<file path="src/rtl/encoders_panel.sv">
// Front-panel scanner: walks one analog MUX over encoder A/B/button and plain-button inputs,
// debounces every input, decodes x1 quadrature, tracks hold durations and raises a sticky change IRQ.
module encoders_panel #(
    parameter int CLK_DIV_BITS  = 7,
    parameter int MUX_ADDR_BITS = 4,
    parameter int DEBOUNCE_BITS = 10,
    parameter int TICK_DIV_BITS = 10,
    parameter int ENCODER_COUNT = 5,
    parameter int BUTTON_COUNT  = 1,
    parameter int POS_BITS      = 4,
    parameter int DUR_BITS      = 7
) (
    input  logic                     CLK,
    input  logic                     RESET,
    output logic [MUX_ADDR_BITS-1:0] MUX_ADDR,
    input  logic                     MUX_OUT,
    input  logic [7:0]               RD_ADDR,
    output logic [31:0]              RD_DATA,
    output logic                     IRQ,
    input  logic                     IRQ_ACK
);
    localparam int INPUT_COUNT = 3 * ENCODER_COUNT + BUTTON_COUNT;
    localparam int DUR_COUNT   = ENCODER_COUNT + BUTTON_COUNT;
    localparam int STATUS_ADDR = ENCODER_COUNT + BUTTON_COUNT;
    localparam int PRESS_BIT   = 2 * POS_BITS + DUR_BITS;

    logic [CLK_DIV_BITS-1:0]  dwell;
    logic [TICK_DIV_BITS-1:0] frame_cnt;
    logic [INPUT_COUNT-1:0]   db_val;
    logic [DEBOUNCE_BITS-1:0] db_cnt    [INPUT_COUNT];
    logic [POS_BITS-1:0]      pos_norm  [ENCODER_COUNT];
    logic [POS_BITS-1:0]      pos_press [ENCODER_COUNT];
    logic [DUR_BITS-1:0]      dur       [DUR_COUNT];
    logic [7:0]               last_cnt;
    logic                     pending;

    logic                     sample_en;
    logic                     frame_end;
    logic                     tick;
    logic [INPUT_COUNT-1:0]   flip;
    logic [ENCODER_COUNT-1:0] a_rise;
    logic [DUR_COUNT-1:0]     btn_flip;
    logic                     change_any;
    logic [31:0]              rd_next;

    // A flip is the sample that completes a debounce run on the currently selected input.
    always_comb begin
        flip       = '0;
        a_rise     = '0;
        btn_flip   = '0;
        sample_en  = &dwell;
        frame_end  = sample_en && (&MUX_ADDR);
        tick       = frame_end && (&frame_cnt);
        for (int i = 0; i < INPUT_COUNT; i++) begin
            flip[i] = sample_en && (MUX_ADDR == MUX_ADDR_BITS'(i))
                   && (MUX_OUT != db_val[i]) && (&db_cnt[i]);
        end
        for (int e = 0; e < ENCODER_COUNT; e++) begin
            a_rise[e]   = flip[3*e] && MUX_OUT;
            btn_flip[e] = flip[3*e+2];
        end
        for (int j = 0; j < BUTTON_COUNT; j++) begin
            btn_flip[ENCODER_COUNT+j] = flip[3*ENCODER_COUNT+j];
        end
        change_any = (|a_rise) || (|btn_flip);
    end

    always_comb begin
        rd_next = '0;
        for (int e = 0; e < ENCODER_COUNT; e++) begin
            if (RD_ADDR == 8'(e)) begin
                rd_next[POS_BITS-1:0]           = pos_norm[e];
                rd_next[2*POS_BITS-1:POS_BITS]  = pos_press[e];
                rd_next[2*POS_BITS +: DUR_BITS] = dur[e];
                rd_next[PRESS_BIT]              = ~db_val[3*e+2];
            end
        end
        for (int j = 0; j < BUTTON_COUNT; j++) begin
            if (RD_ADDR == 8'(ENCODER_COUNT + j)) begin
                rd_next[DUR_BITS-1:0] = dur[ENCODER_COUNT+j];
                rd_next[DUR_BITS]     = ~db_val[3*ENCODER_COUNT+j];
            end
        end
        if (RD_ADDR == 8'(STATUS_ADDR)) begin
            rd_next[7:0] = last_cnt;
            rd_next[8]   = IRQ;
        end
    end

    always_ff @(posedge CLK) begin
        if (RESET) begin
            dwell     <= '0;
            MUX_ADDR  <= '0;
            frame_cnt <= '0;
            db_val    <= '1;
            for (int i = 0; i < INPUT_COUNT; i++) begin
                db_cnt[i] <= '0;
            end
            for (int e = 0; e < ENCODER_COUNT; e++) begin
                pos_norm[e]  <= '0;
                pos_press[e] <= '0;
            end
            for (int k = 0; k < DUR_COUNT; k++) begin
                dur[k] <= '0;
            end
            last_cnt <= '0;
            pending  <= 1'b0;
            IRQ      <= 1'b0;
            RD_DATA  <= '0;
        end else begin
            dwell <= dwell + 1'b1;
            if (sample_en) begin
                MUX_ADDR <= MUX_ADDR + 1'b1;
            end
            if (frame_end) begin
                frame_cnt <= frame_cnt + 1'b1;
            end

            for (int i = 0; i < INPUT_COUNT; i++) begin
                if (sample_en && (MUX_ADDR == MUX_ADDR_BITS'(i))) begin
                    if (MUX_OUT == db_val[i]) begin
                        db_cnt[i] <= '0;
                    end else if (&db_cnt[i]) begin
                        db_val[i] <= MUX_OUT;
                        db_cnt[i] <= '0;
                    end else begin
                        db_cnt[i] <= db_cnt[i] + 1'b1;
                    end
                end
            end

            // B high at the A rising edge means counter-clockwise.
            for (int e = 0; e < ENCODER_COUNT; e++) begin
                if (a_rise[e]) begin
                    if (!db_val[3*e+2]) begin
                        if (db_val[3*e+1]) pos_press[e] <= pos_press[e] - 1'b1;
                        else               pos_press[e] <= pos_press[e] + 1'b1;
                    end else begin
                        if (db_val[3*e+1]) pos_norm[e] <= pos_norm[e] - 1'b1;
                        else               pos_norm[e] <= pos_norm[e] + 1'b1;
                    end
                end
            end

            for (int k = 0; k < DUR_COUNT; k++) begin
                if (btn_flip[k]) begin
                    dur[k] <= '0;
                end else if (tick && !(&dur[k])) begin
                    dur[k] <= dur[k] + 1'b1;
                end
            end

            // A change landing on the tick cycle is folded into that tick.
            if (tick) begin
                if (pending || change_any) begin
                    last_cnt <= '0;
                end else if (last_cnt != 8'hFF) begin
                    last_cnt <= last_cnt + 1'b1;
                end
                pending <= 1'b0;
            end else if (change_any) begin
                pending <= 1'b1;
            end

            if (change_any) begin
                IRQ <= 1'b1;
            end else if (IRQ_ACK) begin
                IRQ <= 1'b0;
            end

            RD_DATA <= rd_next;
        end
    end
endmodule

</file>
<file path="config.mk">
export PLATFORM = sky130hd
export DESIGN_NAME = encoders_panel
export DESIGN_NICKNAME = d
export VERILOG_FILES = /design/src/rtl/encoders_panel.sv
export SDC_FILE = /design/constraint.sdc
export NUM_CORES = 1
export LEC_CHECK = 0
export ABC_AREA = 1
export ABC_CLOCK_PERIOD_IN_PS = 3100
export CAP_MARGIN = 20
export CORE_MARGIN = 10
export CORE_UTILIZATION = 54
export CTS_CLUSTER_SIZE = 14
export DETAILED_ROUTE_END_ITERATION = 10
export GPL_TIMING_DRIVEN = 0
export PLACE_DENSITY_LB_ADDON = 0.25
export SETUP_SLACK_MARGIN = 0.02
export SKIP_CTS_REPAIR_TIMING = 1
export SYNTH_ARGS = -nofsm -noshare
export SYNTH_HDL_FRONTEND = slang
export SYNTH_SLANG_ARGS = --single-unit
</file>
<file path="constraint.sdc">
create_clock -name CLK -period 3.1 [get_ports CLK]
set_input_delay 0.465 -clock CLK [delete_from_list [all_inputs] [get_ports CLK]]
set_output_delay 0.465 -clock CLK [all_outputs]
set_load 0.05 [all_outputs]
</file>
==> results.rst <==
.. list-table::
   :header-rows: 1

   * - Metric
     - Value
   * - Clock root cell
     - sky130_fd_sc_hd__clkbuf_16
   * - Number of sinks handled by clock tree synthesis
     - slightly above 300
   * - Pin count of the biggest net entering global routing
     - 14
   * - Worst path bufs/invs
     - 1
   * - Time the worst path needs with I/O delays and setup
     - 2.99 ns
   * - Lkg Pwr
     - 7.78 nW
   * - End-of-flow core utilization
     - between 60% and 70%
   * - Number of input and output port buffers inserted
     - 31
   * - Number of core rows
     - 64
   * - Die span in x
     - 196 um
   * - Final non-filler cell total
     - 2,413
   * - Iteration-0 DRC Markers
     - between 1k and 1.5k
   * - Cell variety after synth
     - 53
   * - Number of design rule violations left after detail routing
     - 0
   * - Drt wl/cell
     - 15.5 um
   * - Path category of the worst min-delay check
     - reg2reg
   * - Top cells by area, synth
     - sky130_fd_sc_hd__edfxtp_1 (43%), sky130_fd_sc_hd__dfxtp_1 (7.5%), sky130_fd_sc_hd__nor2_1 (7.3%), sky130_fd_sc_hd__nand2_1 (7.2%), sky130_fd_sc_hd__inv_1 (5.4%)
   * - Effective utilization at floorplan
     - 54.8%
   * - Cell taking the most area after synthesis
     - sky130_fd_sc_hd__edfxtp_1
   * - Cell type group with the largest total delay on the critical path
     - simple AND/OR/NAND/NOR gates
   * - Worst Setup Slack, final
     - 0.110 ns
   * - Area growth from synthesis to final layout
     - 13.4%
   * - DRT Wirelength
     - 37.4 mm
   * - Global-route wire length before repair
     - 60.6 mm
   * - Number of max-capacitance violations reported
     - 0
   * - CP max stage delay
     - 0.37 ns
   * - Net total in the final layout
     - 2,061
   * - Hold Violations, Final
     - 0
   * - Run status
     - completed
   * - Warnings, synthesis
     - 0
   * - Antenna diode count
     - 0
   * - Number of enable-type register cells in the synthesized netlist
     - between 200 and 250
   * - Detailed-route vias per instance
     - 5.39
   * - Post-route clock period utilization
     - 96.5%
   * - Area of the multi-input gates
     - a little over 7000 um2
   * - Sink of the worst hold path
     - dwell[0]
   * - Total via count in the routed design
     - roughly 13k
   * - Highest clock rate
     - 334 MHz
   * - Power density over the cells
     - 489 nW/um2
   * - Antenna violations before repair
     - 0
   * - Max-slew violation count
     - 0
   * - Synthesized instance count
     - 1,897
   * - CTS tree
     - built
   * - Cells on worst reg2reg path
     - 14
   * - Die Height
     - 196 um
   * - Critical path capture point type
     - register
   * - Setup slack at placement
     - -0.805 ns
   * - Placed cell count
     - roughly 2.3k
   * - Max rail drop VDD
     - 0.000391 V
   * - Total setup violations reported at the end of the flow
     - 0
   * - Fillers
     - 2,547
   * - RR Endpoint
     - pos_norm[0][3]
   * - GP Congestion
     - between 0.9 and 1
   * - Sequential cell area
     - 8530 um2
   * - Accumulated negative setup slack
     - 0 ns
   * - Cells on Worst Hold Path
     - 1
   * - Cell with the largest stage delay on the worst path
     - sky130_fd_sc_hd__or2_4
   * - Startpoint types
     - register
   * - Detailed-router iteration count before antenna repair
     - 7
   * - Sequential share of the synthesized area
     - 50.8%
   * - Number of top-level pins
     - just under 50
   * - Die Footprint
     - 38,600 um2
   * - Clock latency on the worst-skew pair
     - around 0.52 ns
   * - Clock-pin slew of the registers on the worst-case setup and hold paths
     - approximately 0.060 ns
   * - Number of global-route vias before repair
     - 12.3k
   * - Share of layout cells above drive strength 1
     - 8.13%
   * - Critical path fanouts, max
     - 10
   * - Post-synthesis register bit count
     - approximately 310
   * - Synth top area share
     - 43.3%
   * - Post-DP HPWL
     - 27.4 mm
   * - Reg-to-reg critical path startpoint
     - dwell[0]
   * - Main flop type after synthesis
     - sky130_fd_sc_hd__edfxtp_1
   * - Worst Path Arrival
     - 3.26 ns
   * - Maximum level of the CTS H-tree
     - 2
   * - Core Footprint
     - 30,700 um2
   * - Clock skew
     - 0.0225 ns
   * - Worst min-delay path startpoint
     - dwell[0]
   * - Final cell area excluding filler cells
     - 19,000 um2
   * - Antenna viol nets, final
     - 0
   * - Internal reg-to-reg setup slack
     - between 0.1 and 0.15 ns
   * - Slew at the pin closest to its max-slew limit
     - 1.06 ns
   * - Critical path class
     - reg2reg
   * - Overflow after GRT
     - 0
   * - Clock buffers created by TritonCTS
     - 34
   * - Tightest slew margin relative to the limit
     - between 20 and 30%
   * - Worst path required time
     - 3.37 ns
   * - Placed cell areas
     - 17,700 um2
   * - Clock tree buffer depth
     - 3
   * - Total design power
     - 9.32 mW
   * - Cells traversed along the worst timing path
     - ha_2, nand3_4, nor2_4, buf_6, nand3_2, nor2_4, nand4_1, or2_4, ha_4, a21oi_1, nand2_1, xor2_1, xor2_1, nor2_1
   * - Mapped Area
     - 16,800 um2
   * - Overall routing resource usage
     - 18.8%
   * - Hold slack
     - 0.425 ns
   * - Syn avg cell area
     - 8.85 um2
   * - Proportion of synthesized flip-flops having asynchronous set or reset
     - 0%
[metal layers]
metal	GRT usage [%]	vias to the layer above	part of all wire (%)
met2	31.0	385	47
met5	0	-	0
li1	-	6494	-
met1	25.2	6063	44
met4	5.40	0	2.2
met3	3.07	67	6.4
[placed cells by master (no fill, tap or decap), types with 5 or more instances in the layout]
master / synthesis / layout
sky130_fd_sc_hd__nor2_1: 325 / 319
sky130_fd_sc_hd__nand2_1: 321 / 316
sky130_fd_sc_hd__edfxtp_1: 242 / 242
sky130_fd_sc_hd__inv_1: 240 / 238
sky130_fd_sc_hd__nand3_1: 118 / 114
sky130_fd_sc_hd__a21oi_1: 92 / 92
sky130_fd_sc_hd__xor2_1: 80 / 80
sky130_fd_sc_hd__dfxtp_1: 63 / 61
sky130_fd_sc_hd__o21ai_0: 61 / 61
sky130_fd_sc_hd__ha_1: 49 / 44
sky130_fd_sc_hd__nor3_1: 44 / 42
sky130_fd_sc_hd__clkbuf_16: 0 / 37
sky130_fd_sc_hd__nand4_1: 36 / 36
sky130_fd_sc_hd__xnor2_1: 36 / 36
sky130_fd_sc_hd__buf_4: 21 / 33
sky130_fd_sc_hd__clkdlybuf4s50_1: 0 / 31
sky130_fd_sc_hd__nor3b_1: 28 / 28
sky130_fd_sc_hd__clkbuf_1: 11 / 17
sky130_fd_sc_hd__conb_1: 1 / 16
sky130_fd_sc_hd__or2_2: 14 / 12
sky130_fd_sc_hd__nand3b_1: 10 / 10
sky130_fd_sc_hd__clkinv_1: 5 / 10
sky130_fd_sc_hd__inv_2: 6 / 8
sky130_fd_sc_hd__nand2_2: 3 / 8
sky130_fd_sc_hd__o22ai_1: 8 / 8
sky130_fd_sc_hd__fa_1: 8 / 8
sky130_fd_sc_hd__nor2_4: 4 / 7
sky130_fd_sc_hd__nor2_2: 3 / 6
sky130_fd_sc_hd__o211ai_1: 6 / 6
sky130_fd_sc_hd__nor3_2: 5 / 5
sky130_fd_sc_hd__a31oi_1: 5 / 5
sky130_fd_sc_hd__a221oi_1: 5 / 5
[worst register-to-register path: cells and delay by family (launching register included)]
family / cells / cell delay [ns]
xor+xnor: 2 / 0.33
buf+inv: 1 / 0.16
fa+ha+maj: 2 / 0.48
flops: 1 / 0.34
simple gates: 8 / 1.30
compound gates: 1 / 0.15
[power breakdown]
part / total (mW) / switching (mW) / internal, mW
logic: 0.521 / 0.346 / 0.175
clock network: 4.11 / 1.61 / 2.49
registers: 4.69 / 0.131 / 4.56
total: 9.32 / 2.09 / 7.23
[how the worst max path moves through the flow]
stage | start | endpoint | cells past startpoint
floorplan | MUX_ADDR[1] | pos_press[1][3] | 14
global placement | RESET | pos_norm[2][3] | 12
detailed placement | RESET | pos_norm[2][3] | 12
CTS | RESET | pos_norm[2][3] | 12
global route | db_cnt[0][0] | pos_norm[0][3] | 13
finish | dwell[0] | pos_norm[0][3] | 14
[flip-flops by register name, indices dropped and copies added (netlist names)]
register   cells
RD_DATA       16
pos_press     20
db_cnt       160
IRQ            1
last_cnt       8
db_val        16
pos_norm      20
dur           42
pending        1
MUX_ADDR       4
frame_cnt     10
dwell          7
[final cells by class]
cell class	count	share of cell area [%]
clock inverters	12	0.690
repair buffers	44	2.13
inverters	251	4.95
multi-input cells	1314	38.1
well taps	396	2.60
flip-flops and latches	305	44.8
plain buffers	42	1.46
clock buffers	49	5.25
[kinds of logic after synthesis]
kind of cell    Yosys count  share of synthesized area, %
buf+inv                 293                          7.24
simple gates            929                          24.9
fa+ha+maj                57                          4.60
xor+xnor                116                          6.05
compound gates          196                          6.45
other cells               1                        0.0223
flops                   305                          50.8
[cell usage after synthesis (6+ instances only)]
cell,instances
sky130_fd_sc_hd__xor2_1,80
sky130_fd_sc_hd__or2_2,14
sky130_fd_sc_hd__dfxtp_1,63
sky130_fd_sc_hd__buf_4,21
sky130_fd_sc_hd__nand3_1,118
sky130_fd_sc_hd__nand3b_1,10
sky130_fd_sc_hd__edfxtp_1,242
sky130_fd_sc_hd__a21oi_1,92
sky130_fd_sc_hd__nor3b_1,28
sky130_fd_sc_hd__xnor2_1,36
sky130_fd_sc_hd__nand4_1,36
sky130_fd_sc_hd__inv_1,240
sky130_fd_sc_hd__nand2_1,321
sky130_fd_sc_hd__inv_2,6
sky130_fd_sc_hd__o211ai_1,6
sky130_fd_sc_hd__nor2_1,325
sky130_fd_sc_hd__fa_1,8
sky130_fd_sc_hd__o22ai_1,8
sky130_fd_sc_hd__clkbuf_1,11
sky130_fd_sc_hd__o21ai_0,61
sky130_fd_sc_hd__nor3_1,44
sky130_fd_sc_hd__ha_1,49
Power figures use the tool's default switching activity.
